$ cat src/rtl/timer_pkg.sv
// Shared constants for the mm:ss countdown timer: state encoding, counter width, seconds limit.
// Latency: n/a (declarations only).
// Backpressure: n/a.
package timer_pkg;

    localparam int CNT_W = 8;

    localparam logic [CNT_W-1:0] SEC_MAX = 8'd59;

    typedef logic [1:0] state_t;

    localparam state_t ST_IDLE  = 2'd0;
    localparam state_t ST_RUN   = 2'd1;
    localparam state_t ST_PAUSE = 2'd2;
    localparam state_t ST_DONE  = 2'd3;

    // Saturate a loaded preset to its legal maximum.
    function automatic logic [CNT_W-1:0] clamp(input logic [CNT_W-1:0] val,
                                               input logic [CNT_W-1:0] lim);
        return (val > lim) ? lim : val;
    endfunction

endpackage

$ cat src/rtl/counter60_down.sv
// Mod-60 down-counter with synchronous load; borrow pulses on the 0 -> 59 wrap.
// Latency: one clk from en/ld to count_num/borrow.
// Backpressure: none; en is a qualified enable, ld has priority over en.
//
// Ports: clk, RESET (sync, active-high), en (count down one step), ld (load ld_val,
//        clamped to 59), ld_val; count_num (0..59), borrow (one-cycle wrap pulse).
module counter60_down
    import timer_pkg::*;
(
    input  logic             clk,
    input  logic             RESET,
    input  logic             en,
    input  logic             ld,
    input  logic [CNT_W-1:0] ld_val,
    output logic [CNT_W-1:0] count_num,
    output logic             borrow
);

    always_ff @(posedge clk) begin
        if (RESET) begin
            count_num <= '0;
            borrow    <= 1'b0;
        end else begin
            borrow <= 1'b0;
            if (ld) begin
                count_num <= clamp(ld_val, SEC_MAX);
            end else if (en) begin
                if (count_num == '0) begin
                    count_num <= SEC_MAX;
                    borrow    <= 1'b1;
                end else begin
                    count_num <= count_num - 1'b1;
                end
            end
        end
    end

endmodule

$ cat src/rtl/countdown_mmss.sv
// Minutes:seconds countdown timer with start/stop/load control and a timed alarm after expiry.
// Latency: all outputs registered; one clk from any input pulse to its effect.
// Backpressure: none; control pulses are single-cycle, priority RESET > stop > load > start > tick.
//
// Ports: clk, RESET (sync, active-high), tick (1 Hz enable), start/stop/load (one-cycle pulses),
//        load_min/load_sec (binary presets); min_num, sec_num (current value), sec_borrow
//        (seconds wrap pulse), running (state is RUN), done (expiry pulse), alarm (level in DONE).
module countdown_mmss
    import timer_pkg::*;
#(
    parameter int MAX_MIN     = 99,
    parameter int ALARM_TICKS = 10
) (
    input  logic             clk,
    input  logic             RESET,
    input  logic             tick,
    input  logic             start,
    input  logic             stop,
    input  logic             load,
    input  logic [CNT_W-1:0] load_min,
    input  logic [CNT_W-1:0] load_sec,
    output logic [CNT_W-1:0] min_num,
    output logic [CNT_W-1:0] sec_num,
    output logic             sec_borrow,
    output logic             running,
    output logic             done,
    output logic             alarm
);

    localparam logic [CNT_W-1:0] MIN_LIM   = CNT_W'(MAX_MIN);
    localparam logic [CNT_W-1:0] ALM_LAST  = CNT_W'(ALARM_TICKS - 1);

    state_t           state_q;
    state_t           state_d;
    logic [CNT_W-1:0] alarm_cnt;
    logic [CNT_W-1:0] alarm_cnt_d;
    logic             running_d;
    logic             done_d;
    logic             alarm_d;

    logic             is_zero;
    logic             last_sec;
    logic             load_acc;
    logic             count_en;
    logic             min_en;

    // Event decode shared by the counters and the FSM.
    assign is_zero  = (min_num == '0) && (sec_num == '0);
    assign last_sec = (min_num == '0) && (sec_num == 8'd1);
    // stop outranks load everywhere, and load is ignored while counting.
    assign load_acc = load && !stop && (state_q != ST_RUN);
    assign count_en = (state_q == ST_RUN) && tick && !stop;
    // Minutes step on the same edge the seconds wrap, so the wrap is decoded here
    // from the current seconds value rather than from the registered borrow.
    assign min_en   = count_en && (sec_num == '0) && (min_num != '0);

    counter60_down u_sec (
        .clk       (clk),
        .RESET     (RESET),
        .en        (count_en),
        .ld        (load_acc),
        .ld_val    (load_sec),
        .count_num (sec_num),
        .borrow    (sec_borrow)
    );

    // Saturating minutes register.
    always_ff @(posedge clk) begin
        if (RESET) begin
            min_num <= '0;
        end else if (load_acc) begin
            min_num <= clamp(load_min, MIN_LIM);
        end else if (min_en) begin
            min_num <= min_num - 1'b1;
        end
    end

    // State and registered FSM outputs.
    always_ff @(posedge clk) begin
        if (RESET) begin
            state_q   <= ST_IDLE;
            running   <= 1'b0;
            done      <= 1'b0;
            alarm     <= 1'b0;
            alarm_cnt <= '0;
        end else begin
            state_q   <= state_d;
            running   <= running_d;
            done      <= done_d;
            alarm     <= alarm_d;
            alarm_cnt <= alarm_cnt_d;
        end
    end

    // Next-state logic.
    always_comb begin
        state_d = state_q;
        case (state_q)
            ST_IDLE, ST_PAUSE: begin
                // A stop pulse here does nothing but still suppresses load/start.
                if (!stop) begin
                    if (load) begin
                        state_d = ST_IDLE;
                    end else if (start && !is_zero) begin
                        state_d = ST_RUN;
                    end
                end
            end
            ST_RUN: begin
                if (stop) begin
                    state_d = ST_PAUSE;
                end else if (tick && last_sec) begin
                    state_d = ST_DONE;
                end
            end
            ST_DONE: begin
                if (stop || load || start) begin
                    state_d = ST_IDLE;
                end else if (tick && (alarm_cnt == ALM_LAST)) begin
                    state_d = ST_IDLE;
                end
            end
            default: state_d = ST_IDLE;
        endcase
    end

    // Output logic: outputs are a registered image of the next state.
    always_comb begin
        running_d   = (state_d == ST_RUN);
        alarm_d     = (state_d == ST_DONE);
        done_d      = (state_q == ST_RUN) && (state_d == ST_DONE);
        alarm_cnt_d = '0;
        if ((state_q == ST_DONE) && (state_d == ST_DONE) && tick) begin
            alarm_cnt_d = alarm_cnt + 1'b1;
        end else if (state_q == ST_DONE) begin
            alarm_cnt_d = alarm_cnt;
        end
    end

endmodule

$ cat config.mk
export PLATFORM = sky130hd
export DESIGN_NAME = countdown_mmss
export DESIGN_NICKNAME = d
export VERILOG_FILES = /design/src/rtl/timer_pkg.sv /design/src/rtl/counter60_down.sv /design/src/rtl/countdown_mmss.sv
export SDC_FILE = /design/constraint.sdc
export NUM_CORES = 1
export LEC_CHECK = 0
export BUFFER_PORTS_ARGS = -buffer_cell sky130_fd_sc_hd__buf_4
export CORE_UTILIZATION = 57
export CTS_CLUSTER_DIAMETER = 60
export CTS_CLUSTER_SIZE = 40
export DETAILED_ROUTE_END_ITERATION = 16
export MAX_ROUTING_LAYER = met4
export PLACE_DENSITY = 0.84
export SYNTH_ARGS = -nofsm -noshare
export SYNTH_HDL_FRONTEND = slang
export SYNTH_HIERARCHICAL = 1
export SYNTH_SLANG_ARGS = --single-unit
$ cat constraint.sdc
create_clock -name clk -period 2.83 [get_ports clk]
set_input_delay 0.283 -clock clk [delete_from_list [all_inputs] [get_ports clk]]
set_output_delay 0.283 -clock clk [all_outputs]
set_load 0.02 [all_outputs]
==> results.sh <==
export IMPL_ys_types=58
export IMPL_ctsHoldBuffers=0
export IMPL_design_core_area_um2=2877
export IMPL_num_vias=1739
export IMPL_gp_congestion=0.8047
export IMPL_drtIter0Drc=82
export IMPL_grt_pass1_wl_mm=6.596
export IMPL_vias_per_cell=5.797
export IMPL_utilization_pct=76.64
export IMPL_rr_startpoint="min_num[0]$_SDFFE_PP0P_"
export IMPL_ys_seq_area_share_pct=33.47
export IMPL_fin_ws_ps=705.2
export IMPL_grt_max_degree=22
export IMPL_post_cts_buffers=0
export IMPL_status="finished clean"
export IMPL_postLayoutCellArea_um2=2205
export IMPL_pre_cts_slack_ps=722.3
export IMPL_crit_path_start_kind="flip-flop"
export IMPL_yosysWarnings=6
export IMPL_root_buffer="clkbuf_4"
export IMPL_placed_area_um2=2145
export IMPL_power_internal_w=0.0006748
export IMPL_fmax_ghz=0.4706
export IMPL_die_y_um=58.11
export IMPL_max_stage_delay_ps=470
export IMPL_fp_dieW_um=58.11
export IMPL_grt_overflow=0
export IMPL_p_switching_w=0.0003153
export IMPL_pwr_share_seq_pct=47.7
export IMPL_antenna_found_initial=0
export IMPL_fin_cells=300
export IMPL_cts_sinks=30
export IMPL_ir_worst_vdd_uv=321.6
export IMPL_report_final_slew_viol_count=0
export IMPL_slew_headroom_pct=64.34
export IMPL_crit_chain="inv_1 > ha_1 > or4b_1 > o2111ai_2 > mux2_2 > a211oi_1"
export IMPL_critPathCaptureType="flip-flop"
export IMPL_ys_ff_latch=30
export IMPL_htree_levels=2
export IMPL_clock_path_buffers=2
export IMPL_drc=0
export IMPL_hold_viol_final=0
export IMPL_wl_per_cell_um=13.44
export IMPL_syn_num_nets=239
export IMPL_fin_nets=284
export IMPL_firstDrtPassIters=4
export IMPL_placedCellCount=292
export IMPL_reg2reg_slack_ps=710
export IMPL_power_leakage_nw=0.8897
export IMPL_cp_slowest_cell="or4b_1"
export IMPL_row_count=19
export IMPL_cp_startpoint="min_num[0]$_SDFFE_PP0P_"
export IMPL_initial_utilization_pct=62.37
export IMPL_power_density_nw_per_um2=449.1
export IMPL_layout_common_cells="buf_4 (44), dfxtp_1 (30), nor2_1 (23), nand2_1 (13)"
export IMPL_drive_gt1_share_pct=26.36
export IMPL_ys_flop_type="dfxtp_1"
export IMPL_avgSynthCellArea_um2=8.463
export IMPL_tightest_slew_ps=530.0
export IMPL_dieArea_um2=3376
export IMPL_combinationalPowerShare_pct=24.9
export IMPL_mostFrequentLayoutCell="buf_4"
export IMPL_async_flop_share_pct=0
export IMPL_numCtsBuffers=5
export IMPL_postRouteAntennaNets=0
export IMPL_dpl_hpwl_mm=2.993
export IMPL_cts_resized=0
export IMPL_clkPwrFrac_pct=27.3
export IMPL_antenna_cells=0
export IMPL_netlist_area_um2=1794
export IMPL_switching_share_pct=31.85
export IMPL_critPathArrivalTime_ps=2370
export IMPL_cap_viol_max_count=0
export IMPL_rsz0062_at_grt="no"
export IMPL_finalSetupViolCount=0
export IMPL_cts_tree="yes"
export IMPL_fin_crit_sh_pct=75.08
export IMPL_nFillCells=215
export IMPL_pin_count=42
export IMPL_finalClockSkew_ps=7.449
export IMPL_wl_mm=4.032
export IMPL_setup_tns_ps=0
export IMPL_worstHoldStart="load_min[4]"
export IMPL_grt_total_usage_pct=26.12
export IMPL_cp_required_ps=3080
export IMPL_min_path_type="input pin to flip-flop"
export IMPL_clk_pin_slew_worst_paths_ps=100
export IMPL_synth_edff_count=0
export IMPL_crit_type="flip-flop to flip-flop"
export IMPL_numPortBuffers=41
export IMPL_synthCells=212
export IMPL_grt_pass1_vias=1506
export IMPL_post_route_min_period_ps=2125
export IMPL_worstPathMaxFanout=6
export IMPL_clk_latency_ps=330
export IMPL_area_growth_syn_to_layout_pct=22.87
state kept, by name, indices dropped and copies added, names as in the netlist:
signal           count
alarm                1
alarm_cnt            8
done                 1
min_num              8
running              1
state_q              2
u_sec/borrow         1
u_sec/count_num      8
path summary, 6_finish.rpt:
| check | to | depth (start not counted) |
|---|---|---|
| min reg2reg | alarm_cnt[7]$_SDFFE_PP0P_ | 2 |
| max reg2reg | min_num[1]$_SDFFE_PP0P_ | 6 |
| min | min_num[4]$_SDFFE_PP0P_ | 3 |
| max | min_num[1]$_SDFFE_PP0P_ | 6 |
synth_stat cells, drive strengths merged (2+ instances only):
library cell  number  area (µm²)
a31oi              2       12.51
a21oi             14       77.58
mux2i              2       20.02
o21ai              8       43.79
buf                3       20.01
nand3              8       40.04
and3               5       31.28
xnor2              3       26.28
or3                4       25.02
inv               12       45.04
a2111oi            2       23.77
nor2              23       86.33
nor4               4       46.29
clkbuf             3       12.51
xor2               9       78.83
ha                 5       62.56
nand2b             4       25.02
nor3b              3       27.52
nor3              10       55.05
nor4b              5       56.31
o31ai              2       15.01
dfxtp             30       600.6
nand2             13       48.80
or2                2       12.51
nor2b              4       25.02
nand4              4       25.02
a211oi             4       30.03
and2               3       18.77
or4b               4       40.04
metrics by stage:
step                      hold slack [ps]  power (W)
after CTS                           204.4  0.0009931
after global placement              518.3  0.0007209
after detailed placement            525.1  0.0007258
after global routing                231.0   0.001039
after floorplan                     356.8  0.0006342
final                               204.7  0.0009901
routing by layer:
layer  vias up  track usage, %  part of all wire (%)
met5         -               -                     0
met4         0           7.483                   1.1
met3         5           5.580                   5.8
met2        59           41.22                    47
met1       804           33.70                    46
li1        871               -                     -
power by group through the flow:
stage | Clock (W) | Combinational, W | Sequential (W)
final | 0.000271 | 0.000247 | 0.000473
after CTS | 0.000276 | 0.000245 | 0.000472
after floorplan | 0 | 0.000137 | 0.000497
after detailed placement | 0 | 0.000244 | 0.000482
after global placement | 0 | 0.000240 | 0.000481
after global routing | 0.000294 | 0.000268 | 0.000477
cell type report:
class	count	area (µm²)	area share, %
sequential	30	600.6	27.24
clock buffer	7	55.05	2.497
clock inverter	1	5.005	0.2270
timing repair buffer	44	330.3	14.98
multi-input combinational	164	1116	50.62
inverter	12	45.04	2.043
tap	42	52.55	2.384
critical path: cells and delay by family, from the launching register on:
| kind | cells | cell delay (ps) |
|---|---|---|
| fa+ha+maj | 1 | 190 |
| buf+inv | 1 | 130 |
| flops | 1 | 320 |
| mux | 1 | 380 |
| compound gates | 2 | 560 |
| simple gates | 1 | 470 |
cells by family after synthesis:
logic type / share of synthesized area (%)
AND/OR/NAND/NOR: 33.12
adder cells (fa/ha/maj): 3.487
XOR/XNOR: 5.858
multiplexers: 1.743
flip-flops: 33.47
AO/OA/AOI/OAI: 17.99
buffers and inverters: 4.323
Note: power is estimated with default switching activity, not from simulation.
